## src/rtl/mem_arbiter.sv

```systemverilog
// ---------------------------------------------------------------------------
// mem_arbiter
//
// Two-requester arbiter in front of a single main-memory port. One request is
// granted at a time; its write enable, address and write data are latched at
// the grant, so the requester may change its inputs afterwards without effect.
// Writes complete without waiting on memory. Reads wait for mem_data_ready and
// give up with err=1 after TIMEOUT wait cycles. Ties are broken round-robin.
//
// Ports:
//   clk             single clock, rising-edge
//   reset_n         asynchronous active-low reset
//   req[1:0]        per-requester request (bit i = requester i)
//   we[1:0]         per-requester write enable (1 = write, 0 = read)
//   addr            requester i word address in slice i
//   wdata           requester i write data in slice i
//   ack[1:0]        one-cycle completion pulse to the served requester
//   rdata           read data, valid while ack is high
//   err             read timeout flag, valid while ack is high
//   busy            high whenever the FSM is not in IDLE
//   mem_write_en    write strobe to main memory (one cycle, during ISSUE)
//   mem_add         main-memory address
//   mem_data_in     main-memory write data
//   mem_data_out    main-memory read data
//   mem_data_ready  main memory has read data valid
// ---------------------------------------------------------------------------
module mem_arbiter #(
    parameter int ADDRESS_WIDTH = 32,
    parameter int DATA_WIDTH    = 32,
    parameter int TIMEOUT       = 16
) (
    input  logic                       clk,
    input  logic                       reset_n,
    input  logic [1:0]                 req,
    input  logic [1:0]                 we,
    input  logic [2*ADDRESS_WIDTH-1:0] addr,
    input  logic [2*DATA_WIDTH-1:0]    wdata,
    output logic [1:0]                 ack,
    output logic [DATA_WIDTH-1:0]      rdata,
    output logic                       err,
    output logic                       busy,
    output logic                       mem_write_en,
    output logic [ADDRESS_WIDTH-1:0]   mem_add,
    output logic [DATA_WIDTH-1:0]      mem_data_in,
    input  logic [DATA_WIDTH-1:0]      mem_data_out,
    input  logic                       mem_data_ready
);

    // The wait counter only has to reach TIMEOUT-1, so clog2(TIMEOUT) bits
    // suffice; a single bit is kept for the degenerate TIMEOUT=1 case.
    localparam int CNT_W = (TIMEOUT > 1) ? $clog2(TIMEOUT) : 1;
    localparam logic [CNT_W-1:0] WAIT_LAST = CNT_W'(TIMEOUT - 1);

    typedef enum logic [1:0] {
        IDLE,
        ISSUE,
        WAIT,
        RESP
    } state_t;

    state_t             state;
    state_t             state_next;

    logic               last_grant;
    logic               cur_id;
    logic               cur_we;
    logic [CNT_W-1:0]   wait_cnt;

    logic               grant_valid;
    logic               grant_id;
    logic               sel_we;
    logic [ADDRESS_WIDTH-1:0] sel_addr;
    logic [DATA_WIDTH-1:0]    sel_wdata;
    logic               wait_done;

    // Arbitration: a lone request wins outright; on a tie the requester that
    // was not served last time wins. The selected requester's fields are
    // muxed out here so the register block below only has to latch them.
    always_comb begin
        grant_valid = (state == IDLE) && (req != 2'b00);
        grant_id    = 1'b0;
        case (req)
            2'b01:   grant_id = 1'b0;
            2'b10:   grant_id = 1'b1;
            2'b11:   grant_id = ~last_grant;
            default: grant_id = 1'b0;
        endcase
        sel_we    = grant_id ? we[1] : we[0];
        sel_addr  = grant_id ? addr[2*ADDRESS_WIDTH-1:ADDRESS_WIDTH]
                             : addr[ADDRESS_WIDTH-1:0];
        sel_wdata = grant_id ? wdata[2*DATA_WIDTH-1:DATA_WIDTH]
                             : wdata[DATA_WIDTH-1:0];
    end

    // The last WAIT cycle before giving up is the one where the counter has
    // already counted TIMEOUT-1 unanswered cycles.
    assign wait_done = (wait_cnt == WAIT_LAST);

    assign busy = (state != IDLE);

    // State register; reset drops any in-flight transaction back to IDLE.
    always_ff @(posedge clk or negedge reset_n) begin
        if (!reset_n) begin
            state <= IDLE;
        end else begin
            state <= state_next;
        end
    end

    // Next-state logic. Writes skip WAIT because memory needs no handshake
    // for them; ready is only looked at while in WAIT so a level left over
    // from an earlier read cannot complete a new one early.
    always_comb begin
        state_next = state;
        case (state)
            IDLE: begin
                if (grant_valid) begin
                    state_next = ISSUE;
                end
            end
            ISSUE: begin
                state_next = cur_we ? RESP : WAIT;
            end
            WAIT: begin
                if (mem_data_ready || wait_done) begin
                    state_next = RESP;
                end
            end
            RESP: begin
                state_next = IDLE;
            end
            default: begin
                state_next = IDLE;
            end
        endcase
    end

    // Grant bookkeeping and the memory-side outputs. The latched address and
    // data double as mem_add/mem_data_in, so they are already presented on
    // the memory port throughout ISSUE; the write strobe lasts one cycle.
    always_ff @(posedge clk or negedge reset_n) begin
        if (!reset_n) begin
            last_grant   <= 1'b1;
            cur_id       <= 1'b0;
            cur_we       <= 1'b0;
            mem_add      <= '0;
            mem_data_in  <= '0;
            mem_write_en <= 1'b0;
        end else begin
            mem_write_en <= 1'b0;
            if (grant_valid) begin
                last_grant   <= grant_id;
                cur_id       <= grant_id;
                cur_we       <= sel_we;
                mem_add      <= sel_addr;
                mem_data_in  <= sel_wdata;
                mem_write_en <= sel_we;
            end
        end
    end

    // Wait counter: runs only while a read sits unanswered in WAIT and is
    // cleared everywhere else, so every read starts counting from zero.
    always_ff @(posedge clk or negedge reset_n) begin
        if (!reset_n) begin
            wait_cnt <= '0;
        end else if ((state == WAIT) && !mem_data_ready && !wait_done) begin
            wait_cnt <= wait_cnt + 1'b1;
        end else begin
            wait_cnt <= '0;
        end
    end

    // Response registers. rdata/err only change on the edge that enters
    // RESP, so they stay stable from one response to the next. A write
    // leaves rdata alone but clears err so a write ack never reports an
    // error. ack is registered from RESP, giving a single-cycle pulse.
    always_ff @(posedge clk or negedge reset_n) begin
        if (!reset_n) begin
            rdata <= '0;
            err   <= 1'b0;
            ack   <= 2'b00;
        end else begin
            if ((state == WAIT) && mem_data_ready) begin
                rdata <= mem_data_out;
                err   <= 1'b0;
            end else if ((state == WAIT) && wait_done) begin
                rdata <= '0;
                err   <= 1'b1;
            end else if ((state == ISSUE) && cur_we) begin
                err   <= 1'b0;
            end

            if (state == RESP) begin
                ack <= cur_id ? 2'b10 : 2'b01;
            end else begin
                ack <= 2'b00;
            end
        end
    end

endmodule

```

## config.mk

```make
export PLATFORM = sky130hd
export DESIGN_NAME = mem_arbiter
export DESIGN_NICKNAME = d
export VERILOG_FILES = /design/src/rtl/mem_arbiter.sv
export SDC_FILE = /design/constraint.sdc
export NUM_CORES = 1
export LEC_CHECK = 0
export CAP_MARGIN = 20
export CORE_MARGIN = 5
export CORE_UTILIZATION = 41
export CTS_CLUSTER_SIZE = 40
export DETAILED_ROUTE_END_ITERATION = 12
export HOLD_SLACK_MARGIN = 0.08
export PLACE_DENSITY = 0.81
export SLEW_MARGIN = 10
export SYNTH_ARGS = -nofsm -noshare
export SYNTH_HDL_FRONTEND = slang
export SYNTH_SLANG_ARGS = --single-unit
```

## constraint.sdc

```tcl
create_clock -name clk -period 4.1 [get_ports clk]
set_clock_uncertainty 0.1 [all_clocks]
set_input_delay 0.82 -clock clk [delete_from_list [all_inputs] [get_ports clk]]
set_output_delay 0.82 -clock clk [all_outputs]
set_load 0.01 [all_outputs]
```

[After elaboration in Yosys (flattened, before gate mapping)]
Cells that the tools add are included.
Operators by class
  $add $sub $neg: 1
  equality and inequality tests: 8
  muxes and demuxes: 17
  bitwise gates (word level): 1
  reductions and logical operators: 15
Operators by type and width (count)
  $mux W32: 4
  $eq A2 B2 Y1 const B: 4
  $mux W2: 4
  $pmux W2 S4: 1
  $logic_and A1 B1 Y1: 6
  $mux W1: 6
  $reduce_bool A2 Y1: 3
  $add A4 B1 Y4 const B: 1
  $eq A4 B4 Y1 const B: 1
  $mux W4: 1
  $ne A2 B2 Y1 const B: 2
  $reduce_bool A3 Y1: 1
  $eq A2 B1 Y1 const B: 1
  $logic_not A1 Y1: 2
  $logic_not A2 Y1: 1
  $pmux W1 S2: 1
  $reduce_and A2 Y1: 1
  $logic_or A1 B1 Y1: 1
  $not A1 Y1: 1
Storage, ports and cells
  register bits after elaboration: 109
  input port bits: 167
  output and inout port bits: 101
  word-level logic and storage cells: 53

[Logic depth before layout (Yosys ltp)]
Gate-level depths: netlist of run 1.
  depth after elaboration: 5
  mapped depth: 7
  gate-level depth less buffers: 5

[Worst setup path after synthesis of run 1]
Ideal clock, no wire load.
  path kind: input-to-reg
  from: in req[1]
  to: reg mem_add[21]
  setup time: 132 ps
  arrival: 1582 ps
  data required time: 3868 ps
  path slack: 2286 ps
  cell stages on the path: 5
  buffers on the path: 2
  path through: a21boi_2 > buf_6 > buf_8 > mux2i_1 > o21ai_1
On the way
  word-level cells in the longest chain between the ends: 3
Ends and longest elaborated chain
  from (decl): line 34  | input logic [1:0] req,
  $eq A2 B2 Y1: line 82  | case (req)
  $pmux W1 S2: line 82
  $mux W32: line 89  | sel_addr = grant_id ? addr[2*ADDRESS_WIDTH-1:ADDRESS_WIDTH]
  to (signal assigned): line 155  | mem_add <= sel_addr;
  to (decl): line 43  | output logic [ADDRESS_WIDTH-1:0] mem_add,
Parallel ways exist; a longest one is shown, timed or not.
A chain may end at the register's enable or synchronous reset.

[Worst setup path in the final report of run 1]
  from: reg state[0]
  to: out busy
On the way
  word-level cells in the longest chain between the ends: 1
Ends and longest elaborated chain
  from (decl): line 61  | state_t state;
  from (signal assigned): line 106  | state <= state_next;
  $reduce_bool A2 Y1: line 99  | assign busy = (state != IDLE);
  to (decl): line 41  | output logic busy,
Every way passes these cells.

==> metrics, run 1 <==
WL per Instance about 18 µm; Worst Hold Class primary input to async pin; # nets final 831; relative slew slack between 60 and 70%; Post-Syn Area 4680 µm²; most frequent cells in the layout 266 x clkdlybuf4s50_1, 108 x dfrtp_1, 67 x nand2_1; core area 11300 µm²; Net Count, Synth 576; Worst Setup Start Kind flop; syn_area_per_cell 11.6 µm²; Final Instance Count excl. Fillers between 800 and 900; Pwr per Cell Area 661 nW/µm²; FMAX 370 MHz; Hold Vio Cnt, Final 0; worst-skew pair later-pin latency 0.34 ns; critical-path cell list inv_1 > ha_1 > inv_1 > clkdlybuf4s50_1; min Tclk post-route 2.70 ns; Place WS 1.31 ns; multi-input logic area 1790 µm²; max_cap viols 0; die height between 100 and 150 µm; Tightest Pin Transition 0.511 ns; final setup fails 0; number of global-route vias before repair 4181; Slew Limit Fails 0; H-tree level count 3; root buf cell clkbuf_16; worst endpoint required time 3.18 ns; EDFF count, synth 0; GRT overflow 0; slowest stage delay, CP 0.48 ns; Worst Setup SP state[0]; clock sinks 109; Setup CP Type flop to output pin; number of gates resized after CTS 0; number of port buffers 267; HPWL after DPL 10800 µm; gp weighted congestion 0.798; Setup Buffers After CTS 0; DR WL met3 1660 µm; Buf+Inv Stages, Crit Path 3; drt total wl 14200 µm; routed wl met2 between 7000 and 8000 µm; DRT antenna net count 0; total CTS buffers 9; Area Overhead vs Synth 66.2%; fin worst setup slack ~1.4 ns; CP endpoint kind output pin; Post-synth ARST share 100%; met1 WL 5170 µm; RR Startpoint state[0]; sequential fraction of the synthesis area 58.3%; Final Util 68.8%; Worst EP arrival around 1.8 ns; Worst-path clk slew ~0.070 ns; Avg Vias per Cell around 5; initial antenna violation count 0; P_leak around 3.4 nW; Starting Density roughly two fifths; largest net degree at the start of global routing 133; Max VDD drop 472 µV; Cells after Synth 403; Row Count 39; Synth Flop Type dfrtp_1; drt first pass iters 4; DR top layer met4; Max FO, Critical Path 6; unrepaired setup endpoints after global routing no; DR DRC count 0; initial DRC count 209; register area 2730 µm²; synth unique cells 27; Diodes inserted 0; Seq cells post-synth 109; TNS Setup 0 ns; Worst path most repeated cell inv_1; status completed; dpl cells 789; Die Area 13700 µm²; fill count around 870; first-pass GRT wire length 21300 µm; Die X 117 µm; gr usage total around a fifth; CP delay by family, top buffers and inverters; IO Count 268; TritonCTS clock tree built; crit share post-route 65.9%; routed vias 4040; YS warnings 0; clk buf depth 2; Critical Path Slowest Stage Cell clkdlybuf4s50_1; hold_buf cts 0; flop2flop setup slack 2.26 ns; most common cell after layout, fill and taps aside clkdlybuf4s50_1; share of cells above drive strength 1 4.07%
-- routing by layer --
metal / vias up / global-route usage (%)
li1: 1923 / -
met1: 1899 / 23.0
met2: 197 / 34.3
met3: 21 / 8.07
met4: 0 / 7.26
met5: - / 0
-- kinds of logic after synthesis --
family | count (synthesis) | synth area share, %
buffers and inverters | 31 | 4.09
DFF | 109 | 58.3
xor gates and xnor gates | 2 | 0.374
muxes | 67 | 14.3
AOI/OAI and AO/OA | 106 | 14.3
adders and majority gates | 6 | 1.60
and+or+nand+nor | 82 | 7.05
-- path summary, 6_finish.rpt --
check | end | cells past startpoint
min in group clk | wait_cnt[0] | 1
max reg2reg | state[1] | 5
max in group asynchronous | last_grant | 2
min reg2reg | wait_cnt[0] | 1
min | mem_data_in[11] | 1
max | busy | 4
-- state kept, by name, indices dropped and copies added, names as in the netlist, 2 cells and up --
register	cells
ack	2
mem_add	32
mem_data_in	32
rdata	32
state	2
wait_cnt	4
-- cells in the mapped netlist, types with 4 or more instances --
| cell type | count | share of area (%) |
|---|---|---|
| mux2i_1 | 66 | 14 |
| a22o_1 | 33 | 6.2 |
| ha_1 | 6 | 1.6 |
| buf_8 | 4 | 1.3 |
| nor2_1 | 5 | 0.40 |
| clkbuf_1 | 9 | 0.72 |
| o21ai_1 | 41 | 4.4 |
| buf_2 | 11 | 1.2 |
| dfrtp_1 | 108 | 58 |
| o21ai_0 | 26 | 2.8 |
| nand2_1 | 67 | 5.4 |
-- cell type report --
| class | instances | area share [%] |
|---|---|---|
| Clock buffer | 10 | 3.07 |
| Clock inverter | 6 | 1.11 |
| Inverter | 3 | 0.145 |
| Multi-Input combinational cell | 263 | 23.0 |
| Sequential cell | 109 | 35.1 |
| Tap cell | 143 | 2.30 |
| Timing Repair Buffer | 272 | 35.4 |
-- stage by stage --
stage | hold slack, ns | instance area [µm²] | total power, mW
3_5_place_dp | 0.356 | 7440 | 4.26
3_3_place_gp | 0.345 | 7440 | 4.18
2_1_floorplan | 0.317 | 4680 | 2.90
6_report | 0.332 | 7780 | 5.15
5_1_grt | 0.373 | 7780 | 5.51
4_1_cts | 0.338 | 7770 | 5.22
-- worst register-to-register path, cell delays in order (launching register included) --
cell and delay (ns):
dfrtp_1 0.39, inv_1 0.12, ha_1 0.26, nor2b_1 0.19, a22oi_1 0.29, mux2_2 0.37
-- power breakdown --
part,internal (mW),switching (mW)
clock,0.551,0.383
combinational,1.32,1.05
sequential,1.57,0.272
total,3.45,1.70
No activity file was read; power rests on OpenSTA's default activity.
==> run 2: changes to the inputs <==
Settings changed: CORE_UTILIZATION 41 to 35, PLACE_DENSITY 0.81 to 0.74.
Clock period 4.1 ns to 2.4 ns, I/O delays scaled along.
==> metrics, run 2 (synthesized netlist as in run 1, its figures left out) <==
clock sinks approximately 110; critical-path cell list inv_1 > ha_1 > inv_1 > clkdlybuf4s50_1; TritonCTS clock tree built; root buf cell clkbuf_16; fin worst setup slack 0.118 ns; core area about 13000 µm²; slowest stage delay, CP 0.54 ns; register area 2730 µm²; number of global-route vias before repair 4477; Diodes inserted 0; worst-skew pair later-pin latency approximately 0.34 ns; flop2flop setup slack 0.56 ns; total CTS buffers 9; TNS Setup 0 ns; sw power ~3 mW; drt total wl 14100 µm; first-pass GRT wire length 23300 µm; DR DRC count 0; largest net degree at the start of global routing 84; hold depth 1; Worst Hold Class flop to flop; DRT antenna net count 0; crit share post-route roughly 95%; Place WS 0.188 ns; GRT overflow 0; share of cells above drive strength 1 4.93%; most common cell after layout, fill and taps aside clkdlybuf4s50_1; H-tree level count 3; Slew Limit Fails 0; FMAX between 400 and 500 MHz; P_leak 3.49 nW; largest registers mem_add (32), mem_data_in (32), rdata (32); Die Area 15800 µm²; internal power 5.83 mW; gp weighted congestion 0.784; Hold Vio Cnt, Final 0; clk buf depth 2; # nets final about 840; gr usage total 18.1%; routed vias roughly 4000; initial antenna violation count 0; HPWL after DPL 11000 µm; Clk pwr share between 10% and 20%; most frequent cells in the layout 266 x clkdlybuf4s50_1, 108 x dfrtp_1, 67 x nand2_1; WL per Instance 16.7 µm; Worst EP arrival between 1.5 and 2 ns; Avg Vias per Cell 4.75; Max FO, Critical Path 5; GR Util met2 31.7%; Final Util about three fifths; Worst R2R Path Depth 5; Worst Setup Start Kind flop; Setup CP Type flop to output pin; number of port buffers 267; Pwr per Cell Area approximately 1100 nW/µm²; status completed; worst hold endpoint wait_cnt[0]; unrepaired setup endpoints after global routing no; Worst path most repeated cell inv_1; die height 126 µm; RR Startpoint state[0]; met3 GRT Util 7.07%; Tightest Pin Transition 0.360 ns; Gate power share a little under half; worst hold path startpoint wait_cnt[0]; Worst-path clk slew 0.08 ns; Switching Share 33.9%; worst endpoint required time 1.82 ns; Critical Path Slowest Stage Cell clkdlybuf4s50_1; Starting Density 35.5%; multi-input logic area 1790 µm²; initial DRC count between 200 and 300; fill count 1133; M1 GR Usage slightly above 20%; GRT Max-Usage Layer met2; Row Count 42; final setup fails 0; min Tclk post-route 2.28 ns; Area Overhead vs Synth 68.7%; drt first pass iters 4; Flop pwr share approximately 36%; CP endpoint kind output pin; max_cap viols 0; Die X between 100 and 150 µm; FF-to-FF End state[1]; IO Count 268; relative slew slack 76.0%; Max VDD drop around 580 µV
==> run 2: area by class of cell <==
| type | instances | share of cell area [%] |
|---|---|---|
| multi-input cells | 263 | 22.6 |
| clock buffers | 9 | 2.85 |
| repair buffers | 279 | 35.9 |
| inverters | 3 | 0.142 |
| well taps | 176 | 2.79 |
| flip-flops and latches | 109 | 34.5 |
| clock inverters | 7 | 1.17 |
==> run 2: repair_timing <==
action                                 in CTS  in global routing
buffers inserted                            0                  0
gates resized for setup                     0                  0
endpoints found under the hold margin       8                  0
hold buffers                                1                  0
==> run 2: layer usage <==
metal  part of all wire, %  routed length, µm
met5                     0                  0
met4                   2.2                318
met3                   9.1               1290
met2                    51               7200
met1                    38               5340
==> run 2: worst max-delay path by stage <==
stage / startpoint / to / slack [ns] / cells past startpoint
2_1_floorplan: state[0] / state[1] / 0.75 / 5
3_3_place_gp: req[0] / mem_data_in[29] / 0.23 / 5
3_5_place_dp: req[0] / mem_data_in[29] / 0.19 / 5
4_1_cts: state[0] / busy / 0.08 / 4
5_1_grt: state[0] / busy / 0.03 / 4
6_report: state[0] / busy / 0.12 / 4
==> run 2: power groups by stage <==
stage               clock, mW  combinational [mW]  sequential [mW]
finish                   1.56                4.10             3.16
global route             1.70                4.47             3.28
floorplan                   0                1.47             3.50
global placement            0                4.07             3.15
CTS                      1.61                4.18             3.18
detailed placement          0                4.15             3.20
==> run 2: worst max-delay path, delay by kind of cell (launching register included) <==
family	cells	cell delay, ns
fa+ha+maj	1	0.24
buf+inv	3	0.72
flops	1	0.40
==> run 2: per-stage QoR <==
| stage | instances | hold slack [ns] | cell area (µm²) | power [mW] |
|---|---|---|---|---|
| final | 846 | 0.368 | 7900 | 8.82 |
| after global routing | 846 | 0.388 | 7900 | 9.45 |
| after CTS | 846 | 0.369 | 7900 | 8.96 |
| after detailed placement | 829 | 0.228 | 7570 | 7.35 |
| after global placement | 829 | 0.229 | 7570 | 7.22 |
| after floorplan | 403 | 0.0844 | 4680 | 4.96 |
